### config.mk
export PLATFORM = sky130hd
export DESIGN_NAME = memory_access_unit
export DESIGN_NICKNAME = d
export VERILOG_FILES = /design/src/rtl/memory_access_unit.sv
export SDC_FILE = /design/constraint.sdc
export NUM_CORES = 1
export LEC_CHECK = 0
export ABC_AREA = 1
export CORE_MARGIN = 10
export CORE_UTILIZATION = 50
export CTS_BUF_LIST = sky130_fd_sc_hd__clkbuf_4
export CTS_CLUSTER_SIZE = 25
export DETAILED_ROUTE_END_ITERATION = 8
export GPL_ROUTABILITY_DRIVEN = 0
export PLACE_DENSITY = 0.92
export SYNTH_ARGS = -nofsm -noshare
export SYNTH_HDL_FRONTEND = slang
export SYNTH_SLANG_ARGS = --single-unit
### constraint.sdc
create_clock -name i_CLK -period 3.4 [get_ports i_CLK]
set_input_delay 0.68 -clock i_CLK [delete_from_list [all_inputs] [get_ports i_CLK]]
set_output_delay 0.68 -clock i_CLK [all_outputs]
set_load 0.05 [all_outputs]
### src/rtl/memory_access_unit.sv
// memory_access_unit: MEM-stage data-RAM controller (byte/half/word store lanes, load extension, ack timeout).
// Latency: request registered one cycle after the access is seen; the result is registered on ack and shown in DONE (min 2 stall cycles).
// Backpressure: o_StallM holds the pipeline from access detection until ack or timeout, then drops for exactly one DONE cycle.
// Optional: define MISALIGN_TRAP_EN to trap misaligned half/word accesses without issuing a request (adds o_MisalignM).
module memory_access_unit #(
  parameter int DATA_WIDTH     = 32,
  parameter int ADDRESS_WIDTH  = 32,
  parameter int TIMEOUT_CYCLES = 16
) (
  input  logic                     i_CLK,
  input  logic                     i_RST,
  input  logic [ADDRESS_WIDTH-1:0] i_ALUOutM,
  input  logic [DATA_WIDTH-1:0]    i_WriteDataM,
  input  logic                     i_MemWriteM,
  input  logic [1:0]               i_MemtoRegM,
  input  logic [2:0]               i_MemDataSelM,
  input  logic [1:0]               i_RAM_selM,
  output logic                     o_mem_req,
  output logic                     o_mem_we,
  output logic [ADDRESS_WIDTH-1:0] o_mem_addr,
  output logic [DATA_WIDTH-1:0]    o_mem_wdata,
  output logic [3:0]               o_mem_be,
  output logic [1:0]               o_mem_bank,
  input  logic                     i_mem_ack,
  input  logic [DATA_WIDTH-1:0]    i_mem_rdata,
  output logic [DATA_WIDTH-1:0]    o_ReadDataM,
  output logic                     o_StallM,
`ifdef MISALIGN_TRAP_EN
  output logic                     o_MisalignM,
`endif
  output logic                     o_BusErrM
);

  localparam int CW = $clog2(TIMEOUT_CYCLES);
  localparam logic [CW-1:0] LAST_CNT = CW'(TIMEOUT_CYCLES - 1);

  typedef enum logic [1:0] {IDLE, BUSY, DONE} state_t;

  // Everything presented on the RAM port for one access.
  typedef struct packed {
    logic                     we;
    logic [ADDRESS_WIDTH-1:0] addr;
    logic [DATA_WIDTH-1:0]    wdata;
    logic [3:0]               be;
    logic [1:0]               bank;
  } req_t;

  state_t                  state, state_n;
  req_t                    req_q, req_c;
  logic                    req_vld;
  logic [CW-1:0]           cnt;
  logic [2:0]              sel_q;
  logic [1:0]              off_q;
  logic                    acc;
  logic                    is_byte, is_half;
  logic [1:0]              a;
  logic                    issue, finish, timeout, zero_rd, stall_c;
  logic [7:0]              byte_lane;
  logic [15:0]             half_lane;
  logic [DATA_WIDTH-1:0]   load_fmt;

  assign acc     = i_MemWriteM | (i_MemtoRegM == 2'b01);
  assign a       = i_ALUOutM[1:0];
  assign is_byte = (i_MemDataSelM == 3'b011) | (i_MemDataSelM == 3'b100);
  assign is_half = (i_MemDataSelM == 3'b001) | (i_MemDataSelM == 3'b010);

`ifdef MISALIGN_TRAP_EN
  logic misalign, trap;
  assign misalign = (is_half & a[0]) | (~is_byte & ~is_half & (a != 2'b00));
`endif

  // Build the RAM request (lanes, enables, aligned address) from the EX/MEM inputs.
  always_comb begin
    req_c      = '0;
    req_c.we   = i_MemWriteM;
    req_c.addr = {i_ALUOutM[ADDRESS_WIDTH-1:2], 2'b00};
    req_c.bank = i_RAM_selM;
    if (is_byte) begin
      req_c.be = 4'b0001 << a;
      if (i_MemWriteM) req_c.wdata = {4{i_WriteDataM[7:0]}};
    end else if (is_half) begin
      req_c.be = a[1] ? 4'b1100 : 4'b0011;
      if (i_MemWriteM) req_c.wdata = {2{i_WriteDataM[15:0]}};
    end else begin
      req_c.be = 4'b1111;
      if (i_MemWriteM) req_c.wdata = i_WriteDataM;
    end
  end

  // Extract the addressed lane from the returned word and extend it per the latched size/sign.
  always_comb begin
    byte_lane = i_mem_rdata[{off_q, 3'b000} +: 8];
    half_lane = off_q[1] ? i_mem_rdata[31:16] : i_mem_rdata[15:0];
    case (sel_q)
      3'b001:  load_fmt = {{16{half_lane[15]}}, half_lane};
      3'b010:  load_fmt = {16'h0000, half_lane};
      3'b011:  load_fmt = {{24{byte_lane[7]}}, byte_lane};
      3'b100:  load_fmt = {24'h000000, byte_lane};
      default: load_fmt = i_mem_rdata;
    endcase
  end

  // State register.
  always_ff @(posedge i_CLK or negedge i_RST) begin
    if (!i_RST) state <= IDLE;
    else        state <= state_n;
  end

  // Next-state and stall decode; ack in the timeout cycle takes priority over the error.
  always_comb begin
    state_n = state;
    stall_c = 1'b0;
    issue   = 1'b0;
    finish  = 1'b0;
    timeout = 1'b0;
    zero_rd = 1'b0;
`ifdef MISALIGN_TRAP_EN
    trap    = 1'b0;
`endif
    case (state)
      IDLE: begin
        if (acc) begin
          stall_c = 1'b1;
`ifdef MISALIGN_TRAP_EN
          if (misalign) begin
            trap    = 1'b1;
            zero_rd = 1'b1;
            state_n = DONE;
          end else begin
            issue   = 1'b1;
            state_n = BUSY;
          end
`else
          issue   = 1'b1;
          state_n = BUSY;
`endif
        end
      end
      BUSY: begin
        stall_c = 1'b1;
        if (i_mem_ack) begin
          finish  = 1'b1;
          state_n = DONE;
        end else if (cnt == LAST_CNT) begin
          timeout = 1'b1;
          zero_rd = 1'b1;
          state_n = DONE;
        end
      end
      DONE:    state_n = IDLE;
      default: state_n = IDLE;
    endcase
  end

  // Request/response datapath: latch on issue, clear on completion, count BUSY cycles.
  always_ff @(posedge i_CLK or negedge i_RST) begin
    if (!i_RST) begin
      req_q       <= '0;
      req_vld     <= 1'b0;
      cnt         <= '0;
      sel_q       <= 3'b000;
      off_q       <= 2'b00;
      o_ReadDataM <= '0;
      o_BusErrM   <= 1'b0;
    end else begin
      o_BusErrM <= timeout;
      if (issue) begin
        req_q   <= req_c;
        req_vld <= 1'b1;
        cnt     <= '0;
        sel_q   <= i_MemDataSelM;
        off_q   <= a;
      end else if (finish || timeout) begin
        req_q   <= '0;
        req_vld <= 1'b0;
        cnt     <= '0;
      end else if (state == BUSY) begin
        cnt <= cnt + 1'b1;
      end
      if (finish)       o_ReadDataM <= req_q.we ? '0 : load_fmt;
      else if (zero_rd) o_ReadDataM <= '0;
    end
  end

`ifdef MISALIGN_TRAP_EN
  // One-cycle misalignment flag, visible in the DONE cycle.
  always_ff @(posedge i_CLK or negedge i_RST) begin
    if (!i_RST) o_MisalignM <= 1'b0;
    else        o_MisalignM <= trap;
  end
`endif

  assign o_mem_req   = req_vld;
  assign o_mem_we    = req_q.we;
  assign o_mem_addr  = req_q.addr;
  assign o_mem_wdata = req_q.wdata;
  assign o_mem_be    = req_q.be;
  assign o_mem_bank  = req_q.bank;
  // Reset forces stall low even while an access is presented.
  assign o_StallM    = stall_c & i_RST;

endmodule

==> run summary <==
The synthesized design contains 114 register bits. The run gives 7.34 mm as the detailed-routing wirelength on met1. Global routing finished with a remaining overflow of 0.

For the pin with the worst max-slew slack, the measured transition is 0.972 ns. The floorplan step set the die height to 127 um. Entering global routing, the biggest net connects 76 pins. The complex-gate fraction of the synthesized area came out at 6.03%. After layout, the minimum clock period comes to 2.52 ns. In this run the biggest area consumer among cell types represents 49.7% of the synthesized area. For this run, the number of Yosys warnings is 0. The logs give 878 for the fill cell total of the finished layout and 0 for the number of hold buffers added after CTS. The H-tree generated during clock tree synthesis spans 4 levels.

The synthesized netlist contains 25 unique library cells. In this run the top signal layer used is met4. In the detailed route, the total length drawn on met2 is 9.07 mm. After Yosys synthesis, and, or, nand and nor cells account for 36.0% of the synthesized area. In this run, flip-flops and latches consume 26.9% of the power. In the synthesized netlist, mux cells make up 0% of the area. For the final routed database, the setup TNS stands at 0 ns. Setup violations remaining at the end of the flow were counted as 0. The run gives 1 as the number of antenna violations at the first check in global routing. The run gives 17 as the number of buffers inserted during clock tree synthesis. For this design the top-level I/O count stands at 213. Based on the critical path, the design can be clocked at up to 0.397 GHz. The largest fanout of any net on the critical path is 4. The sequential-to-total area share from yosys stat was 49.7%; the post-layout utilization of the core was 72.6%.

The average detailed-routed wire length per instance is 16.9 um, and the number of buffers inserted by port buffering is 210. The layout overhead on the synthesized area works out to 43.2%. Across the VDD grid, the largest voltage drop is 0.000662 V. Synthesis produced 781 cells. The number of global-route vias before repair is 5916, and the number of setup buffers added after CTS is 0. Row generation in the floorplan step produced 39 rows.

Summing all multi-input logic gate instances after layout gives 2450 sq um. The area of the placeable core was 11300 sq um. The worst register-to-register path has a depth of 6.

Summing all placed instances gives a cell area of 7900 sq um. The combinational share of power is 59.6%. The flow ran to the end, and the final reports show no timing, DRC or antenna violations.

The path class of the tightest hold or removal check is primary input to async pin. In this design, the stage delay of the slowest critical-path cell is 0.53 ns. Setup repair after global routing left no endpoint under its margin. Dominant combinational cell family by area after synthesis: simple AND/OR/NAND/NOR gates.

Cell internal power was estimated by the tool at 3940 uW. Kind of critical path: primary input to output pin. The tools report the worst hold slack as 0.218 ns.

The run gives 643 as the detailed router's first-iteration violation count. The final clock period utilization by the worst path works out to 74.2%. After detailed routing, the met3 layer carries 2.32 mm of wire. Walking the worst path, the cells encountered are clkdlybuf4s50_1, inv_2, nand2_1, nand2_2, inv_2, nor2_1, nor2_1, buf_12. Share of total power in the clock network: 13.5%. For the detailed-routing iteration count for the pre-antenna-repair pass, the log shows 5. TritonCTS built the clock tree. The tree is rooted in a sky130_fd_sc_hd__clkbuf_4.

The worst clock skew on the final layout was 0.0246 ns. In this run switching power makes up 53.1% of total power. After clock tree synthesis, the clock-pin slew on the worst setup and hold paths is 0.13 ns. The number of antenna-violating nets in the routed design was 0; the routed wire length was 19.2 mm. The cell with the biggest individual delay on the critical path is sky130_fd_sc_hd__clkdlybuf4s50_1.

In this run the cell area of the synthesized design comes to 5740 sq um. Standby leakage power: 0.00422 uW. The chip width was 127 um. The initial cell density of the core was 50.7%.

At the worst endpoint, the required time is 2.72 ns. Yosys attributes the largest share of cell area to sky130_fd_sc_hd__dfrtp_1 (50%), sky130_fd_sc_hd__nand2_1 (25%), sky130_fd_sc_hd__nand3_1 (6.0%), sky130_fd_sc_hd__inv_1 (3.5%), sky130_fd_sc_hd__a21oi_1 (3.1%). The routed layout has 5881 vias. The kind of start point of the critical path was a primary input. For this run, design rule violations remaining after detail routing come to 0. Dividing total power by cell area gives a power density of 1020 nW/um^2. The net count of the finished layout is 1089.

The final count of pins violating max slew came out at 0. The clock reaches the later pin of the worst-skew pair after 0.54 ns. The post-detailed-route via-to-cell ratio is 5.16. Of the cells placed in the final design, the portion with a size suffix greater than 1 is 6.34%.

The category of cells accounting for the largest share of critical-path delay is buffers and inverters. Once the clock tree was built, the resizer swapped 0 gates to a different size. Once detailed placement completed, the half-perimeter wirelength came to 14.0 mm. The power spent charging and discharging nets was 4460 uW. Data arrives at the worst endpoint at 1.84 ns. The critical path crosses 8 cells after its start point.

Arithmetic-cell share of the synthesized area counting full adders, half adders and majority gates: 0.218%. Headroom to the max-slew limit came out at 35.2%. In this run the mean area of a mapped cell was 7.35 sq um.

Counting along the longest clock path gives a buffer depth of 2. After routing the design area is 8220 sq um. The xor/xnor share of the synthesized area works out to 0.305%. Clock tree synthesis found a total of 114 sinks. The first global-routing pass estimated 30.5 mm of wire.

Critical path endpoint category: an output pin. Number of endpoints with negative hold slack in the final report: 0. The all-layer global routing usage came out at 23.4%. The synthesized design spends more area on one cell type than any other, namely sky130_fd_sc_hd__dfrtp_1. The design draws 8400 uW.

The sequential cells in the finished layout cover a total of 2850 sq um. The full die area was 16200 sq um. The number of violations of the max-capacitance limit was 0; the number of buffers and inverters on the critical path was 4.
## per-layer routing
metal	up-vias	track usage [%]
met3	37	9.93
met1	2699	27.2
met5	-	0
li1	2839	-
met2	306	37.6
met4	0	9.11
## logic make-up after synthesis
group           count (synthesis)
compound gates                 67
xor+xnor                        2
fa+ha+maj                       1
buf+inv                        99
flops                         114
other cells                     1
simple gates                  497
## final timing paths
check                               start               to  slack, ns
max in group asynchronous           i_RST   o_ReadDataM[0]       2.34
hold reg to reg            o_mem_addr[15]   o_mem_addr[15]       0.48
min in group i_CLK         o_mem_addr[15]   o_mem_addr[15]       0.48
setup / recovery              i_MemWriteM         o_StallM       0.88
hold / removal                      i_RST   o_mem_addr[17]       0.22
setup reg to reg                 sel_q[1]  o_ReadDataM[18]       1.45
## cells in the mapped netlist
cell type / instances
sky130_fd_sc_hd__nand2_2: 6
sky130_fd_sc_hd__nor2_1: 13
sky130_fd_sc_hd__nor2_4: 2
sky130_fd_sc_hd__nand3_4: 1
sky130_fd_sc_hd__o21ai_1: 3
sky130_fd_sc_hd__inv_1: 53
sky130_fd_sc_hd__and2_1: 2
sky130_fd_sc_hd__buf_6: 3
sky130_fd_sc_hd__ha_1: 1
sky130_fd_sc_hd__o21ai_0: 27
sky130_fd_sc_hd__dfrtp_1: 114
sky130_fd_sc_hd__buf_2: 17
sky130_fd_sc_hd__buf_4: 7
sky130_fd_sc_hd__xor2_1: 2
sky130_fd_sc_hd__a21oi_1: 36
sky130_fd_sc_hd__a21oi_4: 1
sky130_fd_sc_hd__clkbuf_1: 11
sky130_fd_sc_hd__nand3_1: 69
sky130_fd_sc_hd__nand2_1: 386
sky130_fd_sc_hd__nand2_4: 3
sky130_fd_sc_hd__nand4_1: 8
sky130_fd_sc_hd__nor4_1: 1
sky130_fd_sc_hd__conb_1: 1
sky130_fd_sc_hd__nand3b_1: 6
sky130_fd_sc_hd__inv_2: 8
## placed cells by master (no fill, tap or decap), types with 8 or more instances in the layout
master                              n
sky130_fd_sc_hd__nor2_1            13
sky130_fd_sc_hd__inv_2              8
sky130_fd_sc_hd__nand4_1            8
sky130_fd_sc_hd__o21ai_0           27
sky130_fd_sc_hd__buf_4              8
sky130_fd_sc_hd__clkbuf_4          17
sky130_fd_sc_hd__inv_1             53
sky130_fd_sc_hd__a21oi_1           36
sky130_fd_sc_hd__dfrtp_1          114
sky130_fd_sc_hd__nand3_1           69
sky130_fd_sc_hd__clkdlybuf4s50_1  208
sky130_fd_sc_hd__nand2_1          386
## sequential cells by signal (all words and copies together), names as in the netlist
| signal | count |
|---|---|
| off_q | 2 |
| o_mem_bank | 2 |
| o_mem_be | 4 |
| o_BusErrM | 1 |
| cnt | 4 |
| sel_q | 3 |
| o_mem_req | 1 |
| state | 2 |
| o_mem_addr | 30 |
| o_mem_wdata | 32 |
| o_mem_we | 1 |
| o_ReadDataM | 32 |
## stage by stage
stage	instances	setup slack, ns
floorplan	782	0.857
finish	1139	0.878
global route	1139	0.791
CTS	1137	0.880
global placement	1105	0.879
detailed placement	1105	0.780
## cell type report
class / count / share of cell area, %
clock inverters: 15 / 2.37
multi-input cells: 569 / 29.8
diodes: 2 / 0.0609
repair buffers: 218 / 26.5
well taps: 143 / 2.18
inverters: 61 / 2.78
clock buffers: 17 / 1.55
flip-flops and latches: 114 / 34.7
## power by group through the flow
stage	Combinational (uW)	Clock [uW]	Sequential, uW
after floorplan	1750	0	3900
after global placement	4920	0	2260
after detailed placement	5000	0	2280
after CTS	5020	1150	2260
after global routing	5360	1210	2330
final	5000	1130	2260
Power figures use the tool's default switching activity.
